## src/rtl/bp_raster_sweeper_pkg.sv

```systemverilog
// Shared definitions for the BP raster sweeper: screen defaults, colours and FSM states.
package bp_raster_sweeper_pkg;

    localparam int unsigned SCR_W_DEF = 320;
    localparam int unsigned SCR_H_DEF = 240;

    localparam logic [2:0] BLACK = 3'b000;

    typedef enum logic [1:0] {
        ST_IDLE  = 2'd0,
        ST_SWEEP = 2'd1,
        ST_DRAIN = 2'd2,
        ST_DONE  = 2'd3
    } sweep_state_e;

endpackage

```

## src/rtl/bp_raster_sweeper_if.sv

```systemverilog
// Control, shader and vga_adapter plot signals of the raster sweeper.
interface bp_raster_sweeper_if #(
    parameter int unsigned X_W   = 10,
    parameter int unsigned Y_W   = 9,
    parameter int unsigned COL_W = 3
);
    logic             start;
    logic             abort;
    logic [X_W-1:0]   win_x0;
    logic [X_W-1:0]   win_x1;
    logic [Y_W-1:0]   win_y0;
    logic [Y_W-1:0]   win_y1;
    logic             busy;
    logic             done;
    logic             aborted;
    logic [X_W-1:0]   px_x;
    logic [Y_W-1:0]   px_y;
    logic             px_valid;
    logic             sh_hit;
    logic [COL_W-1:0] sh_color;
    logic [X_W-1:0]   gun_x;
    logic [Y_W-1:0]   gun_y;
    logic [COL_W-1:0] gun_color;
    logic             gun_plot;

    modport master (
        output start, abort, win_x0, win_x1, win_y0, win_y1, sh_hit, sh_color,
        input  busy, done, aborted, px_x, px_y, px_valid, gun_x, gun_y, gun_color, gun_plot
    );

    modport slave (
        input  start, abort, win_x0, win_x1, win_y0, win_y1, sh_hit, sh_color,
        output busy, done, aborted, px_x, px_y, px_valid, gun_x, gun_y, gun_color, gun_plot
    );
endinterface

```

## src/rtl/bp_raster_sweeper_delay_line.sv

```systemverilog
// Shift register aligning {valid,x,y} with the external shader; DEPTH=0 is a pass-through.
module bp_delay_line #(
    parameter int unsigned WIDTH = 2,
    parameter int unsigned DEPTH = 1
) (
    input  logic             CLOCK_50,
    input  logic             reset_hard,
    input  logic             flush_i,
    input  logic [WIDTH-1:0] d_i,
    output logic [WIDTH-1:0] q_o
);
    generate
        if (DEPTH == 0) begin : g_pass
            // MSB is the valid bit; a flush must drop it even with no storage.
            assign q_o = {d_i[WIDTH-1] & ~flush_i, d_i[WIDTH-2:0]};
        end else begin : g_pipe
            logic [WIDTH-1:0] stage_q [DEPTH];

            always_ff @(posedge CLOCK_50 or negedge reset_hard) begin
                if (!reset_hard) begin
                    for (int unsigned i = 0; i < DEPTH; i++) stage_q[i] <= '0;
                end else if (flush_i) begin
                    for (int unsigned i = 0; i < DEPTH; i++) stage_q[i] <= '0;
                end else begin
                    stage_q[0] <= d_i;
                    for (int unsigned i = 1; i < DEPTH; i++) stage_q[i] <= stage_q[i-1];
                end
            end

            assign q_o = stage_q[DEPTH-1];
        end
    endgenerate
endmodule

```

## src/rtl/bp_raster_sweeper.sv

```systemverilog
// Windowed raster engine: sweeps a clipped rectangle one pixel per clock through an
// external pipelined shader and drives the vga_adapter plot port.
module bp_raster_sweeper
    import bp_raster_sweeper_pkg::*;
#(
    parameter int unsigned SCR_W     = SCR_W_DEF,
    parameter int unsigned SCR_H     = SCR_H_DEF,
    parameter int unsigned X_W       = 10,
    parameter int unsigned Y_W       = 9,
    parameter int unsigned COL_W     = 3,
    parameter int unsigned SHADE_LAT = 1
) (
    input  logic                CLOCK_50,
    input  logic                reset_hard,
    bp_raster_sweeper_if.slave  bus
);
    localparam logic [X_W-1:0] X_MAX     = X_W'(SCR_W - 1);
    localparam logic [Y_W-1:0] Y_MAX     = Y_W'(SCR_H - 1);
    localparam logic [2:0]     DRAIN_LEN = 3'(SHADE_LAT);
    localparam int unsigned    DL_W      = 1 + X_W + Y_W;

    sweep_state_e     state_q, state_d;
    logic [X_W-1:0]   x_q, x_d, x0_q, x0_d, x1_q, x1_d;
    logic [Y_W-1:0]   y_q, y_d, y1_q, y1_d;
    logic [2:0]       drain_q, drain_d;
    logic             aborted_q, aborted_d;
    logic [X_W-1:0]   cx0, cx1;
    logic [Y_W-1:0]   cy0, cy1;
    logic             flush;
    logic [DL_W-1:0]  dl_q;
    logic             dl_valid;
    logic [X_W-1:0]   dl_x;
    logic [Y_W-1:0]   dl_y;
    logic             gun_plot_d, gun_plot_q;
    logic [X_W-1:0]   gun_x_q;
    logic [Y_W-1:0]   gun_y_q;
    logic [COL_W-1:0] gun_color_q;

    always_comb begin
        cx0 = (bus.win_x0 > X_MAX) ? X_MAX : bus.win_x0;
        cx1 = (bus.win_x1 > X_MAX) ? X_MAX : bus.win_x1;
        cy0 = (bus.win_y0 > Y_MAX) ? Y_MAX : bus.win_y0;
        cy1 = (bus.win_y1 > Y_MAX) ? Y_MAX : bus.win_y1;
    end

    assign flush = bus.abort && (state_q == ST_SWEEP || state_q == ST_DRAIN);

    always_comb begin
        state_d   = state_q;
        x_d       = x_q;
        y_d       = y_q;
        x0_d      = x0_q;
        x1_d      = x1_q;
        y1_d      = y1_q;
        drain_d   = drain_q;
        aborted_d = aborted_q;
        unique case (state_q)
            ST_IDLE: begin
                if (bus.start) begin
                    x0_d      = cx0;
                    x1_d      = cx1;
                    y1_d      = cy1;
                    x_d       = cx0;
                    y_d       = cy0;
                    aborted_d = 1'b0;
                    state_d   = (cx0 > cx1 || cy0 > cy1) ? ST_DONE : ST_SWEEP;
                end
            end
            ST_SWEEP: begin
                if (flush) begin
                    aborted_d = 1'b1;
                    state_d   = ST_DONE;
                end else if (x_q == x1_q) begin
                    if (y_q == y1_q) begin
                        drain_d = DRAIN_LEN;
                        state_d = ST_DRAIN;
                    end else begin
                        x_d = x0_q;
                        y_d = y_q + 1'b1;
                    end
                end else begin
                    x_d = x_q + 1'b1;
                end
            end
            ST_DRAIN: begin
                if (flush) begin
                    aborted_d = 1'b1;
                    state_d   = ST_DONE;
                end else if (drain_q == '0) begin
                    state_d = ST_DONE;
                end else begin
                    drain_d = drain_q - 1'b1;
                end
            end
            ST_DONE:  state_d = ST_IDLE;
            default:  state_d = ST_IDLE;
        endcase
    end

    always_ff @(posedge CLOCK_50 or negedge reset_hard) begin
        if (!reset_hard) begin
            state_q   <= ST_IDLE;
            x_q       <= '0;
            y_q       <= '0;
            x0_q      <= '0;
            x1_q      <= '0;
            y1_q      <= '0;
            drain_q   <= '0;
            aborted_q <= 1'b0;
        end else begin
            state_q   <= state_d;
            x_q       <= x_d;
            y_q       <= y_d;
            x0_q      <= x0_d;
            x1_q      <= x1_d;
            y1_q      <= y1_d;
            drain_q   <= drain_d;
            aborted_q <= aborted_d;
        end
    end

    bp_delay_line #(
        .WIDTH (DL_W),
        .DEPTH (SHADE_LAT)
    ) u_delay (
        .CLOCK_50   (CLOCK_50),
        .reset_hard (reset_hard),
        .flush_i    (flush),
        .d_i        ({bus.px_valid, x_q, y_q}),
        .q_o        (dl_q)
    );

    assign {dl_valid, dl_x, dl_y} = dl_q;
    // Gating with flush also kills the result leaving the line on the abort edge itself.
    assign gun_plot_d = dl_valid & bus.sh_hit & ~flush;

    always_ff @(posedge CLOCK_50 or negedge reset_hard) begin
        if (!reset_hard) begin
            gun_plot_q  <= 1'b0;
            gun_x_q     <= '0;
            gun_y_q     <= '0;
            gun_color_q <= COL_W'(BLACK);
        end else begin
            gun_plot_q <= gun_plot_d;
            if (gun_plot_d) begin
                gun_x_q     <= dl_x;
                gun_y_q     <= dl_y;
                gun_color_q <= bus.sh_color;
            end
        end
    end

    assign bus.busy      = (state_q == ST_SWEEP) || (state_q == ST_DRAIN);
    assign bus.done      = (state_q == ST_DONE);
    assign bus.aborted   = (state_q == ST_DONE) && aborted_q;
    assign bus.px_valid  = (state_q == ST_SWEEP);
    assign bus.px_x      = x_q;
    assign bus.px_y      = y_q;
    assign bus.gun_plot  = gun_plot_q;
    assign bus.gun_x     = gun_x_q;
    assign bus.gun_y     = gun_y_q;
    assign bus.gun_color = gun_color_q;
endmodule

```

## src/flat_wrapper.sv

```systemverilog
// flat-port wrapper written by rule: the top's interface ports become plain ports
module bp_raster_sweeper_flat import bp_raster_sweeper_pkg::*;
#(
    parameter int unsigned SCR_W     = SCR_W_DEF,
    parameter int unsigned SCR_H     = SCR_H_DEF,
    parameter int unsigned X_W       = 10,
    parameter int unsigned Y_W       = 9,
    parameter int unsigned COL_W     = 3,
    parameter int unsigned SHADE_LAT = 1
)
  (CLOCK_50, reset_hard, bus_start, bus_abort, bus_win_x0, bus_win_x1, bus_win_y0, bus_win_y1, bus_sh_hit, bus_sh_color, bus_busy, bus_done, bus_aborted, bus_px_x, bus_px_y, bus_px_valid, bus_gun_x, bus_gun_y, bus_gun_color, bus_gun_plot);
  bp_raster_sweeper_if #(.X_W(X_W), .Y_W(Y_W), .COL_W(COL_W)) bus_i ();
  input  logic CLOCK_50;
  input  logic reset_hard;
  input wire logic [$bits(bus_i.start)-1:0] bus_start;
  input wire logic [$bits(bus_i.abort)-1:0] bus_abort;
  input wire logic [$bits(bus_i.win_x0)-1:0] bus_win_x0;
  input wire logic [$bits(bus_i.win_x1)-1:0] bus_win_x1;
  input wire logic [$bits(bus_i.win_y0)-1:0] bus_win_y0;
  input wire logic [$bits(bus_i.win_y1)-1:0] bus_win_y1;
  input wire logic [$bits(bus_i.sh_hit)-1:0] bus_sh_hit;
  input wire logic [$bits(bus_i.sh_color)-1:0] bus_sh_color;
  output wire logic [$bits(bus_i.busy)-1:0] bus_busy;
  output wire logic [$bits(bus_i.done)-1:0] bus_done;
  output wire logic [$bits(bus_i.aborted)-1:0] bus_aborted;
  output wire logic [$bits(bus_i.px_x)-1:0] bus_px_x;
  output wire logic [$bits(bus_i.px_y)-1:0] bus_px_y;
  output wire logic [$bits(bus_i.px_valid)-1:0] bus_px_valid;
  output wire logic [$bits(bus_i.gun_x)-1:0] bus_gun_x;
  output wire logic [$bits(bus_i.gun_y)-1:0] bus_gun_y;
  output wire logic [$bits(bus_i.gun_color)-1:0] bus_gun_color;
  output wire logic [$bits(bus_i.gun_plot)-1:0] bus_gun_plot;
  assign bus_i.start = bus_start;
  assign bus_i.abort = bus_abort;
  assign bus_i.win_x0 = bus_win_x0;
  assign bus_i.win_x1 = bus_win_x1;
  assign bus_i.win_y0 = bus_win_y0;
  assign bus_i.win_y1 = bus_win_y1;
  assign bus_i.sh_hit = bus_sh_hit;
  assign bus_i.sh_color = bus_sh_color;
  assign bus_busy = bus_i.busy;
  assign bus_done = bus_i.done;
  assign bus_aborted = bus_i.aborted;
  assign bus_px_x = bus_i.px_x;
  assign bus_px_y = bus_i.px_y;
  assign bus_px_valid = bus_i.px_valid;
  assign bus_gun_x = bus_i.gun_x;
  assign bus_gun_y = bus_i.gun_y;
  assign bus_gun_color = bus_i.gun_color;
  assign bus_gun_plot = bus_i.gun_plot;
  bp_raster_sweeper #(.SCR_W(SCR_W), .SCR_H(SCR_H), .X_W(X_W), .Y_W(Y_W), .COL_W(COL_W), .SHADE_LAT(SHADE_LAT)) u_core (.CLOCK_50(CLOCK_50), .reset_hard(reset_hard), .bus(bus_i));
endmodule
```

## config.mk

```make
export PLATFORM = sky130hd
export DESIGN_NAME = bp_raster_sweeper_flat
export DESIGN_NICKNAME = d
export VERILOG_FILES = /design/src/rtl/bp_raster_sweeper_pkg.sv /design/src/rtl/bp_raster_sweeper_if.sv /design/src/rtl/bp_raster_sweeper_delay_line.sv /design/src/rtl/bp_raster_sweeper.sv /design/src/flat_wrapper.sv
export SDC_FILE = /design/constraint.sdc
export NUM_CORES = 1
export LEC_CHECK = 0
export CAP_MARGIN = 20
export CORE_ASPECT_RATIO = 0.9
export CORE_MARGIN = 8
export CORE_UTILIZATION = 40
export CTS_CLUSTER_SIZE = 8
export DETAILED_ROUTE_END_ITERATION = 8
export DONT_BUFFER_PORTS = 1
export SYNTH_ARGS = -nofsm -noshare
export SYNTH_HDL_FRONTEND = slang
export SYNTH_HIERARCHICAL = 1
export SYNTH_SLANG_ARGS = --single-unit
```

## constraint.sdc

```tcl
create_clock -name CLOCK_50 -period 2.3 [get_ports CLOCK_50]
set_clock_uncertainty 0.15 [all_clocks]
set_input_delay 0.23 -clock CLOCK_50 [delete_from_list [all_inputs] [get_ports CLOCK_50]]
set_output_delay 0.23 -clock CLOCK_50 [all_outputs]
set_load 0.1 [all_outputs]
```

After elaboration in Yosys (flattened, before gate mapping). Index checks and enable logic that the tools add are counted.

Register bits after elaboration: 97. Output and inout port bits: 46. Word-level logic and storage cells: 90.

Add/sub/neg operators: 3. Order comparisons: 6. Equality and inequality tests: 17. Mux-type cells: 32. Bitwise operators: 3. Reduce and logical (&&, ||, !) cells: 16.

Operator list (number): 10-bit two-way mux (6); 9-bit two-way mux (6); 10-bit by 9-bit > comparator with 1-bit output, second input constant (2); 20-bit two-way mux (1); 10-bit one-hot mux with 2 select lines (1); 9-bit by 8-bit > comparator with 1-bit output, second input constant (2); 9-bit one-hot mux with 2 select lines (1); 3-bit two-way mux (5); 2-bit two-way mux (7); 10-bit by 1-bit adder with 10-bit output, second input constant (1); 10-bit == test (1); 10-bit > comparator (1); 2-bit inequality test, second input constant (5); 9-bit by 1-bit adder with 9-bit output, second input constant (1); 9-bit == test (1); 9-bit > comparator (1); 2-bit one-hot mux with 4 select lines (1); 4-bit AND reduction (2); 2-bit by 1-bit inequality test with 1-bit output, second input constant (3); 3-bit by 1-bit inequality test with 1-bit output, second input constant (2); 3-bit one-hot mux with 2 select lines (1); 6-bit AND reduction (1); 2-bit nonzero test (3); 5-bit AND reduction (1); 16 further kinds (21).

Logic depth before layout (Yosys ltp). Gate-level depths: netlist of the first run.

Depth after elaboration: 7. Mapped depth: 12.

By module. Netlist of the first run, hierarchy kept.

By module, submodules not included: bp_raster_sweeper (times used 1, cells an instance 480, area an instance 4665.7 um^2, seq. area each 1926.8 um^2); bp_delay_line (times used 1, cells an instance 42, area an instance 718.2 um^2, seq. area each 500.5 um^2).

Worst setup path before layout of the first run. OpenSTA, ideal clock, no wires.

Path type: register -> register. From: register u_core.state_q[1]. To: register u_core.state_q[0]. Library setup time: 129 ps. Data arrival time: 2575 ps. Required time: 2021 ps. Setup slack: -554 ps. Stages on the path, launching flop included: 9. Buffers on the path: 0. Path through: dfrtp_1 -> inv_1 -> ha_1 -> nand2_1 -> inv_1 -> a21oi_1 -> a21oi_1 -> nand2b_4 -> o41a_1.

Word-level cells in the longest chain between the ends: 5. Elaborated cells between the ends (all ways): 14. Those cells by class: eq/ne (7); mux (3); reduce/logical (4).

Ends and longest elaborated chain: start: declaration (line bp_raster_sweeper.sv:22) `sweep_state_e state_q, state_d;`; start signal: assignment (line bp_raster_sweeper.sv:111) `state_q <= state_d;`; 2-bit by 1-bit == test with 1-bit output or 2-bit == test (tied branches); 1-bit logical OR *; via bus_busy (line flat_wrapper.sv:23) `output wire logic [$bits(bus_i.busy)-1:0] bus_busy;`; 1-bit logical AND * (line bp_raster_sweeper.sv:46) `assign flush = bus.abort && (state_q == ST_SWEEP || state_q == ST_DRAIN);`; via u_core.flush (line bp_raster_sweeper.sv:29) `logic flush;`; 3-bit by 2-bit inequality test with 1-bit output (no source line), or another cell as far along; 4-bit AND reduction (no source line) or 2-bit one-hot mux with 4 select lines (tied branches).

Mark *: on every way through the listed nets, which the timed path passes. The rest lies on a longest branch. A chain may end at the register's enable or synchronous reset.

Final worst setup path of the first run.
From: register u_core.x_q[0], in the netlist u_core/bus.px_x[0]. To: register u_core.drain_q[2].

Word-level cells in the longest chain between the ends: 3.

Ends and longest elaborated chain: start: declaration (line bp_raster_sweeper.sv:23) `logic [X_W-1:0] x_q, x_d, x0_q, x0_d, x1_q, x1_d;`; start signal: assignment (line bp_raster_sweeper.sv:103) `x_q <= '0;`; start signal: assignment (line bp_raster_sweeper.sv:112) `x_q <= x_d;`; 10-bit == test (line bp_raster_sweeper.sv:73) `end else if (x_q == x1_q) begin`; 2-bit by 1-bit inequality test with 1-bit output (no source line); 6-bit AND reduction (no source line); end signal: assignment (line bp_raster_sweeper.sv:117) `drain_q <= drain_d;`; end: declaration (line bp_raster_sweeper.sv:25) `logic [2:0] drain_q, drain_d;`.

Every way passes these cells.

==> out/qor.yml, run 1 <==
path_common_cell: "buf_4"
start_kind: "flip-flop"
grt_util_all_layers_pct: 16.4
die_h_um: 126
async_flop_share_pct: 100
relSlewSlack_pct: 38.9
wire_per_inst_um: 18.3
portBuffers: 0
post-route-period-util_pct: 102
initial_core_util_pct: 40.6
avgSynthCellArea_sq_um: 10.3
r2r-end: "u_core/drain_q[2]$_DFFE_PN0P_"
cp_num_buf_inv: 2
antenna_found_initial: 0
grt_max_degree: 98
hold_slack_ns: -0.574
hold_violations: 97
clockBufferDepth: 2
rows: 40
layout_setup_ws_ns: -0.0379
antenna_left: 0
regToRegSetupSlack_ns: -0.04
slowest_delay_ns: 0.53
cts-htree-levels: 3
finish.net_count: 669
gp_congestion: 0.850
route.vias.total: 4138
n_antenna_cell: 0
coreArea_sq_mm: 0.0133
cp_top_family: "simple AND/OR/NAND/NOR gates"
ys_ff_latch: 97
drt_wl_total_um: 14100
path_clk_slew_ns: 0.07
ff2ff_path_depth: 7
status: "finished, violations left"
syn_to_final_growth_pct: 24.1
cts-root-buf: "clkbuf_16"
clock_sinks: 97
tightest_slew_ns: 0.916
ys.flop_type: "dfrtp_1"
overflow: 0
grt_pass1_wl_um: 23300
synth_cell_types: 64
drive_gt1_share_pct: 28.5
timing.fmax_mhz: 428
avgViaCountPerCell: 5.39
dieArea_sq_mm: 0.0174
drc: 0
period_minus_slack_ns: 2.34
critPathKind: "flip-flop to flip-flop"
grt_pass1_vias: 4300
cap_violations: 0
cp.depth: 7
crit-reg2reg-launch: "u_core/bus.px_x[0]$_DFFE_PN0P_"
numCtsBuffers: 9
num-fill-cells: 1173
crit_required_ns: 2.42
die_w_um: 138
netlist_area_sq_mm: 0.00538
violations: "hold timing, setup timing"
yosysWarnings: 6
place_hpwl_um: 10300
dp_slack_ns: -0.261
hold_path.class: "input pin to async pin"
first_iter_violations: 249
synth_edf_count: 0
clk_latency_ns: 0.35
worstPathMaxFanout: 13
dr.pass1.iters: 4
io_pins: 92
worstSetupEndpointType: "flip-flop"
rsz0062_at_grt: "true"
critical-path-slowest-cell: "or4_4"
path_cells: "xor2_1 -> nor4_2 -> buf_4 -> nand4_2 -> buf_4 -> or4_4 -> o211ai_2"
seq_area_frac_synth_pct: 45.1
finalSetupViolations: 3
netlist_instances: 522
cts_tree: "yes"
drv_slew: 0
crit_arrival_ns: 2.46
cts.hold.buffers_added: 25
[worst max-delay path by stage]
stage | startpoint | end
finish | u_core/bus.px_x[0]$_DFFE_PN0P_ | u_core/drain_q[2]$_DFFE_PN0P_
global route | u_core/bus.px_x[0]$_DFFE_PN0P_ | u_core/drain_q[0]$_DFFE_PN0P_
CTS | u_core/bus.px_x[7]$_DFFE_PN0P_ | u_core/bus.px_y[8]$_DFFE_PN0P_
detailed placement | bus_win_x0[6] | u_core/state_q[1]$_DFFE_PN0P_
global placement | bus_win_x1[6] | u_core/state_q[1]$_DFFE_PN0P_
floorplan | u_core/bus.px_x[0]$_DFFE_PN0P_ | u_core/state_q[0]$_DFFE_PN0P_
[synth_stat cells (2+ instances only)]
master | instances | area share, %
a211oi_1 | 4 | 0.56
a21o_1 | 4 | 0.56
a21oi_1 | 23 | 2.1
a22oi_1 | 7 | 0.98
a31oi_1 | 3 | 0.35
a41oi_1 | 3 | 0.49
and2_1 | 8 | 0.93
and3_1 | 8 | 0.93
and4_1 | 4 | 0.65
buf_1 | 2 | 0.14
buf_2 | 2 | 0.19
buf_6 | 4 | 0.84
clkbuf_1 | 14 | 0.98
conb_1 | 2 | 0.14
dfrtp_1 | 97 | 45
ha_1 | 28 | 6.5
inv_1 | 18 | 1.3
mux2_1 | 4 | 0.84
mux2_2 | 30 | 6.3
mux2i_1 | 5 | 0.93
nand2_1 | 40 | 2.8
nand2b_1 | 7 | 0.81
nand3_1 | 18 | 1.7
nand3b_1 | 5 | 0.70
nand4_1 | 6 | 0.70
nor2_1 | 42 | 2.9
nor2b_1 | 3 | 0.35
nor2b_2 | 16 | 2.6
nor2b_4 | 4 | 1.0
nor3_1 | 7 | 0.65
nor4_2 | 3 | 0.70
o211a_1 | 2 | 0.37
o21ai_0 | 29 | 2.7
o21ai_1 | 7 | 0.65
o221ai_1 | 2 | 0.33
o22a_1 | 2 | 0.33
or2_2 | 8 | 0.93
xnor2_1 | 7 | 1.1
xor2_1 | 19 | 3.1
[layer usage]
metal	up-vias	global-route usage, %	wire, um
met5	-	0	0
met4	0	5.94	189
met3	12	3.94	820
met2	98	25.2	6380
met1	2046	22.1	6690
li1	1982	-	-
[layout by cell type, fill, tap and decap left out, types with 3 or more instances in the layout]
master	instances
dfrtp_1	78
buf_4	52
nor2_1	42
nand2_1	40
mux2_2	30
o21ai_0	29
ha_1	26
dlygate4sd3_1	25
a21oi_1	22
inv_1	18
nand3_1	17
xor2_1	17
nor2b_2	16
dfrtp_2	11
clkbuf_16	9
or2_2	8
and3_1	8
dfrtp_4	8
nand2b_1	7
and2_1	7
nor3_1	7
xnor2_1	7
a22oi_1	7
o21ai_1	7
nand4_1	6
buf_12	5
nand3b_1	5
mux2i_1	5
a211oi_1	4
a21o_1	4
mux2_1	4
and4_1	4
conb_1	4
nor2b_4	4
a31oi_1	3
nor2b_1	3
[sequential cells by signal, summed over array words and instances, names as in the netlist]
register	count
u_core/u_delay/q_o	20
u_core/drain_q	3
u_core/state_q	2
u_core/bus.gun_plot	1
u_core/bus.px_x	10
u_core/bus.gun_color	3
u_core/bus.gun_y	9
u_core/y1_q	9
u_core/bus.gun_x	10
u_core/bus.px_y	9
u_core/x1_q	10
u_core/aborted_q	1
u_core/x0_q	10
[final cells by class]
cell class / count / area (sq um) / area share, %
Multi-Input combinational cell: 386 / 2860 / 42.7
Sequential cell: 97 / 2470 / 37.0
Timing Repair Buffer: 83 / 752 / 11.3
Clock buffer: 9 / 225 / 3.37
Tap cell: 168 / 210 / 3.15
Clock inverter: 7 / 101 / 1.52
Inverter: 18 / 67.6 / 1.01
[logic make-up (layout without fill, tap and decap cells)]
logic type,after synthesis,count (layout),synth area share [%]
adders and majority gates,28,28,6.51
buffers and inverters,41,117,3.53
AOI/OAI and AO/OA,103,103,12.8
xor gates and xnor gates,26,26,4.23
muxes,39,39,8.04
DFF,97,97,45.1
and+or+nand+nor,186,186,19.7
other,2,4,0.139
[repair_timing]
item / in CTS / in global routing
pin swaps: 3 / 7
buffers inserted: 1 / 3
setup endpoints to repair: 1 / 15
hold endpoints to repair: 120 / 97
gates resized for setup: 1 / 6
[worst register-to-register path: cells and delay by family (launching register included)]
kind / cells / cell delay [ns]
compound gates: 1 / 0.08
simple gates: 3 / 0.99
flops: 1 / 0.48
xor+xnor: 1 / 0.16
buf+inv: 2 / 0.41
[per-stage QoR]
stage               hold WS (ns)  cell area [sq um]  cells  utilization, %  setup TNS (ns)
detailed placement        -0.212               6030    723            45.5          -0.261
finish                    -0.574               6680    768            50.4         -0.0977
CTS                       -0.590               6620    765            49.9       -0.000587
global route              -0.600               6680    768            50.4          -0.727
global placement          -0.213               6030    723            45.5          -0.162
floorplan                 -0.216               5480    524               -          -0.643
Power of run 1 is not shown: default switching activity piles up to over one toggle a cycle in this logic, so the estimate is an artifact.
==> run 2, diff against run 1 <==
--- a/config.mk
+++ b/config.mk
@@ -12,6 +12,7 @@
 export CTS_CLUSTER_SIZE = 8
 export DETAILED_ROUTE_END_ITERATION = 8
 export DONT_BUFFER_PORTS = 1
+export SLEW_MARGIN = 20
 export SYNTH_ARGS = -nofsm -noshare
 export SYNTH_HDL_FRONTEND = slang
 export SYNTH_HIERARCHICAL = 1
==> results of run 2 <==
No change in the layout: final DEF, timing and power equal those of run 1.
Power of run 2 is left out for the same reason.
